<file path="src/rtl/imm_decode_stage.sv">
// Registered immediate-decode stage between IF/ID and ID/EX.
// Decodes the immediate, format code and illegal flag from a raw 32-bit
// instruction before the pipeline register. The instruction and a tag are
// carried alongside the decode on a valid/ready handshake. An optional
// second register (skid) lets in_ready be a pure flop output.
module imm_decode_stage #(
  parameter int XLEN  = 32,
  parameter int TAG_W = 32,
  parameter int SKID  = 1
) (
  input  logic             clk,
  input  logic             rst,
  input  logic             flush,
  input  logic             in_valid,
  output logic             in_ready,
  input  logic [31:0]      in_instr,
  input  logic [TAG_W-1:0] in_tag,
  output logic             out_valid,
  input  logic             out_ready,
  output logic [XLEN-1:0]  out_imm,
  output logic [2:0]       out_fmt,
  output logic             out_illegal,
  output logic [31:0]      out_instr,
  output logic [TAG_W-1:0] out_tag
);

  localparam bit IS64 = (XLEN == 64);

  localparam logic [6:0] OPC_LOAD      = 7'b0000011;
  localparam logic [6:0] OPC_MISC_MEM  = 7'b0001111;
  localparam logic [6:0] OPC_OP_IMM    = 7'b0010011;
  localparam logic [6:0] OPC_AUIPC     = 7'b0010111;
  localparam logic [6:0] OPC_OP_IMM_32 = 7'b0011011;
  localparam logic [6:0] OPC_STORE     = 7'b0100011;
  localparam logic [6:0] OPC_OP        = 7'b0110011;
  localparam logic [6:0] OPC_LUI       = 7'b0110111;
  localparam logic [6:0] OPC_OP_32     = 7'b0111011;
  localparam logic [6:0] OPC_BRANCH    = 7'b1100011;
  localparam logic [6:0] OPC_JALR      = 7'b1100111;
  localparam logic [6:0] OPC_JAL       = 7'b1101111;
  localparam logic [6:0] OPC_SYSTEM    = 7'b1110011;

  localparam logic [2:0] FMT_NONE  = 3'd0;
  localparam logic [2:0] FMT_I     = 3'd1;
  localparam logic [2:0] FMT_S     = 3'd2;
  localparam logic [2:0] FMT_B     = 3'd3;
  localparam logic [2:0] FMT_U     = 3'd4;
  localparam logic [2:0] FMT_J     = 3'd5;
  localparam logic [2:0] FMT_CSRI  = 3'd6;
  localparam logic [2:0] FMT_SHAMT = 3'd7;

  // One stored entry: {imm, fmt, illegal, instr, tag}
  localparam int ENT_W = XLEN + 3 + 1 + 32 + TAG_W;

  // Sign-extend a 32-bit immediate to XLEN.
  function automatic logic [XLEN-1:0] sext32(input logic [31:0] v);
    logic signed [31:0] s;
    s = v;
    return XLEN'(s);
  endfunction

  // Zero-extend a shift amount / CSR immediate to XLEN.
  function automatic logic [XLEN-1:0] zext6(input logic [5:0] v);
    return XLEN'(v);
  endfunction

  logic [6:0]      opcode;
  logic [2:0]      funct3;
  logic            is_shift;
  logic [5:0]      shamt_native;
  logic [XLEN-1:0] dec_imm;
  logic [2:0]      dec_fmt;
  logic            dec_illegal;
  logic [ENT_W-1:0] dec_ent;

  assign opcode       = in_instr[6:0];
  assign funct3       = in_instr[14:12];
  assign is_shift     = (funct3 == 3'b001) || (funct3 == 3'b101);
  // RV64 OP-IMM shifts take bit 25 as shamt[5]; funct7 bits above never leak in.
  assign shamt_native = IS64 ? in_instr[25:20] : {1'b0, in_instr[24:20]};

  // Immediate decode; every listed opcode ends in 2'b11, so a non-32-bit
  // encoding falls to the default illegal arm.
  always_comb begin
    dec_imm     = '0;
    dec_fmt     = FMT_NONE;
    dec_illegal = 1'b0;
    unique case (opcode)
      OPC_OP_IMM: begin
        if (is_shift) begin
          dec_fmt = FMT_SHAMT;
          dec_imm = zext6(shamt_native);
        end else begin
          dec_fmt = FMT_I;
          dec_imm = sext32({{20{in_instr[31]}}, in_instr[31:20]});
        end
      end
      OPC_LOAD, OPC_JALR: begin
        dec_fmt = FMT_I;
        dec_imm = sext32({{20{in_instr[31]}}, in_instr[31:20]});
      end
      OPC_OP_IMM_32: begin
        if (!IS64) begin
          dec_illegal = 1'b1;
        end else if (is_shift) begin
          dec_fmt = FMT_SHAMT;
          dec_imm = zext6({1'b0, in_instr[24:20]});
        end else begin
          dec_fmt = FMT_I;
          dec_imm = sext32({{20{in_instr[31]}}, in_instr[31:20]});
        end
      end
      OPC_STORE: begin
        dec_fmt = FMT_S;
        dec_imm = sext32({{20{in_instr[31]}}, in_instr[31:25], in_instr[11:7]});
      end
      OPC_BRANCH: begin
        dec_fmt = FMT_B;
        dec_imm = sext32({{19{in_instr[31]}}, in_instr[31], in_instr[7],
                          in_instr[30:25], in_instr[11:8], 1'b0});
      end
      OPC_JAL: begin
        dec_fmt = FMT_J;
        dec_imm = sext32({{11{in_instr[31]}}, in_instr[31], in_instr[19:12],
                          in_instr[20], in_instr[30:21], 1'b0});
      end
      OPC_LUI, OPC_AUIPC: begin
        dec_fmt = FMT_U;
        dec_imm = sext32({in_instr[31:12], 12'b0});
      end
      OPC_SYSTEM: begin
        if (funct3[2]) begin
          dec_fmt = FMT_CSRI;
          dec_imm = zext6({1'b0, in_instr[19:15]});
        end
      end
      OPC_OP, OPC_MISC_MEM: begin
        dec_fmt = FMT_NONE;
      end
      OPC_OP_32: begin
        dec_illegal = !IS64;
      end
      default: begin
        dec_illegal = 1'b1;
      end
    endcase
  end

  assign dec_ent = {dec_imm, dec_fmt, dec_illegal, in_instr, in_tag};

  logic             vld_p1;
  logic [ENT_W-1:0] main_ent_p1;
  logic             push;
  logic             pop;

  assign pop = vld_p1 && out_ready;

  generate
    if (SKID != 0) begin : g_skid
      logic             skid_vld_p1;
      logic [ENT_W-1:0] skid_ent_p1;

      assign in_ready = !skid_vld_p1;
      assign push     = in_valid && !skid_vld_p1;

      // ---- stage p1: main/skid occupancy and main register ----
      // Main refills from skid first so ordering holds; skid only fills while
      // main is full and stalled.
      always_ff @(posedge clk or posedge rst) begin
        if (rst) begin
          vld_p1      <= 1'b0;
          skid_vld_p1 <= 1'b0;
          main_ent_p1 <= '0;
        end else if (flush) begin
          vld_p1      <= 1'b0;
          skid_vld_p1 <= 1'b0;
        end else if (!vld_p1 || pop) begin
          if (skid_vld_p1) begin
            vld_p1      <= 1'b1;
            main_ent_p1 <= skid_ent_p1;
            skid_vld_p1 <= 1'b0;
          end else begin
            vld_p1 <= push;
            if (push) main_ent_p1 <= dec_ent;
          end
        end else if (push) begin
          skid_vld_p1 <= 1'b1;
        end
      end

      // Skid payload; its valid bit alone decides whether it is meaningful.
      always_ff @(posedge clk) begin
        if (push && vld_p1 && !pop) skid_ent_p1 <= dec_ent;
      end
    end else begin : g_noskid
      assign in_ready = !vld_p1 || out_ready;
      assign push     = in_valid && in_ready;

      // ---- stage p1: single pipeline register ----
      // Advances whenever empty or being popped.
      always_ff @(posedge clk or posedge rst) begin
        if (rst) begin
          vld_p1      <= 1'b0;
          main_ent_p1 <= '0;
        end else if (flush) begin
          vld_p1 <= 1'b0;
        end else if (in_ready) begin
          vld_p1 <= push;
          if (push) main_ent_p1 <= dec_ent;
        end
      end
    end
  endgenerate

  assign out_valid = vld_p1;
  assign {out_imm, out_fmt, out_illegal, out_instr, out_tag} = main_ent_p1;

endmodule

</file>
<file path="config.mk">
export PLATFORM = sky130hd
export DESIGN_NAME = imm_decode_stage
export DESIGN_NICKNAME = d
export VERILOG_FILES = /design/src/rtl/imm_decode_stage.sv
export SDC_FILE = /design/constraint.sdc
export NUM_CORES = 1
export LEC_CHECK = 0
export CAP_MARGIN = 25
export CELL_PAD_IN_SITES_DETAIL_PLACEMENT = 1
export CELL_PAD_IN_SITES_GLOBAL_PLACEMENT = 2
export CORE_ASPECT_RATIO = 0.9
export CORE_MARGIN = 8
export CORE_UTILIZATION = 36
export DETAILED_ROUTE_END_ITERATION = 10
export PLACE_DENSITY_LB_ADDON = 0.1
export SYNTH_ARGS = -nofsm -noshare
export SYNTH_HDL_FRONTEND = slang
export SYNTH_SLANG_ARGS = --single-unit
</file>
<file path="constraint.sdc">
create_clock -name clk -period 15.7 [get_ports clk]
set_clock_uncertainty 0.1 [all_clocks]
set_input_delay 3.14 -clock clk [delete_from_list [all_inputs] [get_ports clk]]
set_output_delay 3.14 -clock clk [all_outputs]
set_load 0.01 [all_outputs]
</file>
* After elaboration in Yosys (flattened, before gate mapping)
Cells that the tools add are included.
** Storage, ports and cells
- Input port bits :: 69
- Output and inout bits :: 102
- Bits in latches :: 0
- Logic and storage cells :: 49
- Bits in read-only memories :: 0
- RAM bits :: 0
- Memories :: 0
- Flip-flop bits (word level) :: 202
** Operators by class
- Equality and inequality tests :: 13
- Shift operators :: 0
- Multiplexer cells :: 15
- Reductions and logical operators :: 16
- Div/mod/pow operators :: 0
- Bitwise gates (word level) :: 1
- Add/subtract/negate cells :: 0
- Multiply operators :: 0
- $lt $le $gt $ge :: 0
** Operators by type and width (number)
- case mux 32 bit (7 select lines) :: 1
- two-way mux 100 bit :: 2
- two-way mux 32 bit :: 1
- equality test 7 bit, second input constant :: 4
- equality test 7 x 6 -> 1 bit, second input constant :: 3
- case mux 3 bit (7 select lines) :: 1
- equality test 7 x 5 -> 1 bit, second input constant :: 2
- OR reduction 11 bit :: 1
- equality test 7 x 2 -> 1 bit, second input constant :: 1
- equality test 7 x 4 -> 1 bit, second input constant :: 1
- two-way mux 1 bit :: 7
- two-way mux 3 bit :: 2
- two-way mux 5 bit :: 1
- logical AND 1 bit :: 4
- nonzero test 2 bit :: 2
- OR reduction 2 bit :: 2
- equality test 3 x 1 -> 1 bit, second input constant :: 1
- equality test 3 bit, second input constant :: 1
- logical NOT 1 bit :: 3
- AND reduction 3 bit :: 1
- nonzero test 3 bit :: 1
- logical OR 1 bit :: 2
- NOT 1 bit :: 1

* Longest topological paths before layout
- Depth in word-level cells :: 6
- Mapped depth :: 8
- Depth with buffers taken out :: 5

* Least setup slack after synthesis
Ideal clock, no wire load.
- Path type :: input to register
- Start point :: input port out_ready
- End point :: register g_skid.skid_ent_p1[0], enable pin
- Stages on the path :: 2
- Path buffers :: 0
- Path slack :: 4.287 ns
- Arrival time :: 10.611 ns
- Data required time :: 14.898 ns
- Library setup time :: 0.702 ns
- Path through :: nand2b_1 -> nor3b_1
** On the way
- Longest elaborated chain between the ends :: 3
** RTL lines
- start: declaration :: line 19 : input logic out_ready,
- logical AND 1 bit :: line 156 : assign pop = vld_p1 && out_ready;
- logical NOT 1 bit :: line 193 : if (push && vld_p1 && !pop) skid_ent_p1 <= dec_ent;
- logical AND 1 bit :: line 193
- end signal: assignment :: line 193
- end: declaration :: line 161 : logic [ENT_W-1:0] skid_ent_p1;
Every way passes these cells.
A chain may end at the register's enable or synchronous reset.

* Worst setup path in the final report
- Start point :: register g_skid.skid_vld_p1
- End point :: output port in_ready
** On the way
- Longest elaborated chain between the ends :: 1
** RTL lines
- start: declaration :: line 160 : logic skid_vld_p1;
- start signal: assignment :: line 172 : skid_vld_p1 <= 1'b0;
- start signal: assignment :: line 176 : skid_vld_p1 <= 1'b0;
- start signal: assignment :: line 181 : skid_vld_p1 <= 1'b0;
- logical NOT 1 bit :: line 163 : assign in_ready = !skid_vld_p1;
- end: declaration :: line 15 : output logic in_ready,
Every way passes these cells.

==> flow_summary.json <==
{
  "period_minus_slack_ns": 5.58,
  "synth.yosys.warnings": 0,
  "final_cell_count_no_fill": 1159,
  "worstSkewPairLatency_ns": 0.50,
  "netSwitchingPower_mw": 0.342,
  "setup-tns-final_ns": 0,
  "maxcap_violations": 0,
  "timing.critical_path.cells": "inv_1, buf_16, clkdlybuf4s50_1",
  "worst-r2r-setup-slack_ns": 12.48,
  "grt_residual_overflow": 0,
  "critical_path.slowest_cell": "sky130_fd_sc_hd__dfrtp_4",
  "drc_errors": 0,
  "hold-path-cell-count": 2,
  "post_cts.resized_instances": 0,
  "m1WireLength_mm": 11.1,
  "synth.area.top_cells": "sky130_fd_sc_hd__edfxtp_1 (36%), sky130_fd_sc_hd__dfrtp_1 (31%), sky130_fd_sc_hd__mux2i_1 (7.8%)",
  "cts.repair_timing.setup_buffer_count": 0,
  "met3_wirelength_mm": 1.27,
  "largest_net_degree_at_the_start_of_global_routing": 109,
  "route.detailed.vias_per_inst": 5.11,
  "syn_std_cell_area_sq_mm": 0.00829,
  "fillerInstances": 2352,
  "top_signal_layer_used": "met4",
  "hold_viol": 0,
  "maxSlewHeadroom_pct": 35.2,
  "cts_htree_levels": 1,
  "worst-setup-path-type": "flip-flop to primary output",
  "detailedRoute.firstIterationViolations": 338,
  "worst_slew_pin_slew_ns": 0.972,
  "report.final.slew_viol_count": 0,
  "ys_seq_elements": 202,
  "status": "finished, final reports clean",
  "most_common_library_cell_in_the_layout_ignoring_fill_and_taps": "sky130_fd_sc_hd__clkdlybuf4s50_1",
  "final.period_utilization_pct": 35.5,
  "timing.critical_path.from_type": "flip-flop",
  "vdd.ir_drop.worst_mv": 0.0607,
  "std_cell_rows": 52,
  "hold_ws_ns": 0.377,
  "cpPeakStageDelay_ns": 0.82,
  "report.final.setup_viol": 0,
  "grt_setup_unrepaired": "no",
  "worst-endpoint-arrival_ns": 2.34,
  "syn-mean-instance-area_sq_um": 12.1,
  "p_leak_nw": 4.23,
  "synth_fp_nets": 755,
  "power_frac_seq_pct": 45.8,
  "p_sw_share_pct": 24.8,
  "core_area_sq_mm": 0.0226,
  "fmax_ghz": 0.179,
  "cts-root-buf": "sky130_fd_sc_hd__clkbuf_16",
  "rr_worst_depth": 5,
  "layout_common_cells": "sky130_fd_sc_hd__clkdlybuf4s50_1 (170), sky130_fd_sc_hd__nand2_1 (123), sky130_fd_sc_hd__dfrtp_1 (101)",
  "seqCellArea_sq_mm": 0.00556,
  "synthDistinctLibCells": 42,
  "placed_cells": 1115,
  "critPathCaptureType": "primary output",
  "initial_utilization_pct": 36.7,
  "min-delay-path-class": "flip-flop to flip-flop",
  "synth_top_area_cell": "sky130_fd_sc_hd__edfxtp_1",
  "met2_wirelength_mm": 11.2,
  "cts_sinks": 202,
  "place.gp.congestion": 0.745,
  "global_route.usage.total_pct": 16.8,
  "first_global_vias": 6472,
  "detailed_place_hpwl_mm": 15.8,
  "die_x_microns": 176,
  "final_antenna_net_count": 0,
  "power.density_mw_per_mm2": 125,
  "port-buffer-count": 170,
  "number_of_cts_inserted_buffers": 23,
  "cts_max_path_buffers": 3,
  "clkTransAtPathRegs_ns": 0.06,
  "grt_antenna_before_repair": 0,
  "wire_length_of_the_first_global_routing_pass_mm": 38.0,
  "die_h_microns": 160,
  "nets": 915,
  "io_pins": 171,
  "synth_seq_area_share_pct": 67.0,
  "insertedDiodeCount": 0,
  "wl_per_instance_microns": 20.7,
  "synthDominantCellAreaShare_pct": 36.2,
  "power.internal_mw": 1.04,
  "cp_data_required_time_ns": 12.46,
  "power_frac_comb_pct": 15.0,
  "cp_max_fo": 33,
  "power_frac_clock_pct": 39.2,
  "wl_mm": 23.9,
  "syn-instance-count": 686,
  "fp.dieArea_sq_mm": 0.0281,
  "dr_total_vias": 5923,
  "cts_hold_buf": 0,
  "area_growth_syn_to_layout_pct": 33.4,
  "total_power_mw": 1.38,
  "tritoncts": "built",
  "multi_input_comb_area_sq_mm": 0.00252,
  "drt_first_pass_iters": 4,
  "layout-drive-gt1-share_pct": 6.73
}
[cell type report]
class	instances	area share [%]
clock buffers	27	5.52
inverters	5	0.192
flip-flops and latches	202	50.2
clock inverters	14	1.39
repair buffers	180	16.5
well taps	297	3.36
multi-input cells	434	22.8
[path summary, 6_finish.rpt]
| check | startpoint | to |
|---|---|---|
| min in group asynchronous | rst | main_ent_p1[17] |
| max reg2reg | g_skid.skid_vld_p1 | main_ent_p1[97] |
| max in group asynchronous | rst | main_ent_p1[28] |
| max | g_skid.skid_vld_p1 | in_ready |
| min reg2reg | main_ent_p1[32] | main_ent_p1[32] |
| min | main_ent_p1[32] | main_ent_p1[32] |
[registers in the layout, indices dropped and copies added (netlist names)]
name	cells
g_skid.skid_vld_p1	1
out_valid	1
main_ent_p1	100
g_skid.skid_ent_p1	100
[synthesized netlist by cell type, drive strengths merged]
library cell,count
nor3b,2
or2,1
o31ai,1
and4b,1
edfxtp,100
and4,1
nor3,6
nand3,15
a21o,7
o211a,1
a41o,1
nor4,2
a31o,1
and3b,1
o211ai,2
o32ai,1
nor2,18
and3,5
clkinv,1
nand2,123
and2,10
nand2b,6
clkbuf,24
or3,21
a32oi,1
dfrtp,102
a21oi,43
buf,21
a31oi,2
a22oi,1
o2bb2ai,4
nor2b,1
inv,4
or3b,1
o41ai,1
o21ai,89
mux2i,65
[power groups by stage]
stage	registers, mW	clock network [mW]	logic, mW
global route	0.638	0.577	0.228
finish	0.632	0.541	0.208
floorplan	0.655	0	0.0612
CTS	0.633	0.557	0.211
global placement	0.640	0	0.204
detailed placement	0.642	0	0.210
[layer usage]
| metal | up-vias | GRT usage (%) |
|---|---|---|
| met4 | 0 | 3.08 |
| met5 | - | 0 |
| met1 | 2977 | 22.5 |
| met3 | 26 | 3.68 |
| met2 | 147 | 27.8 |
| li1 | 2773 | - |
[metrics by stage]
stage / util, % / area (sq um) / setup slack [ns]
after floorplan: - / 8290 / 4.29
after global placement: 45.3 / 10200 / 9.77
after detailed placement: 45.3 / 10200 / 9.61
after CTS: 48.7 / 11000 / 9.60
after global routing: 49.0 / 11100 / 10.01
final: 49.0 / 11100 / 10.12
[worst max-delay path: cells and delay by family, from the launching register on]
| kind | cells | cell delay [ns] |
|---|---|---|
| buf+inv | 3 | 1.02 |
| flops | 1 | 0.82 |
[cells by family (layout without fill, tap and decap cells)]
group,count (synthesis),after routing,synth area share [%]
multiplexers,65,65,7.85
buffers and inverters,50,226,2.79
AO/OA/AOI/OAI,155,155,10.3
AND/OR/NAND/NOR,214,214,12.1
flip-flops,202,202,67.0
Power figures use the tool's default switching activity.
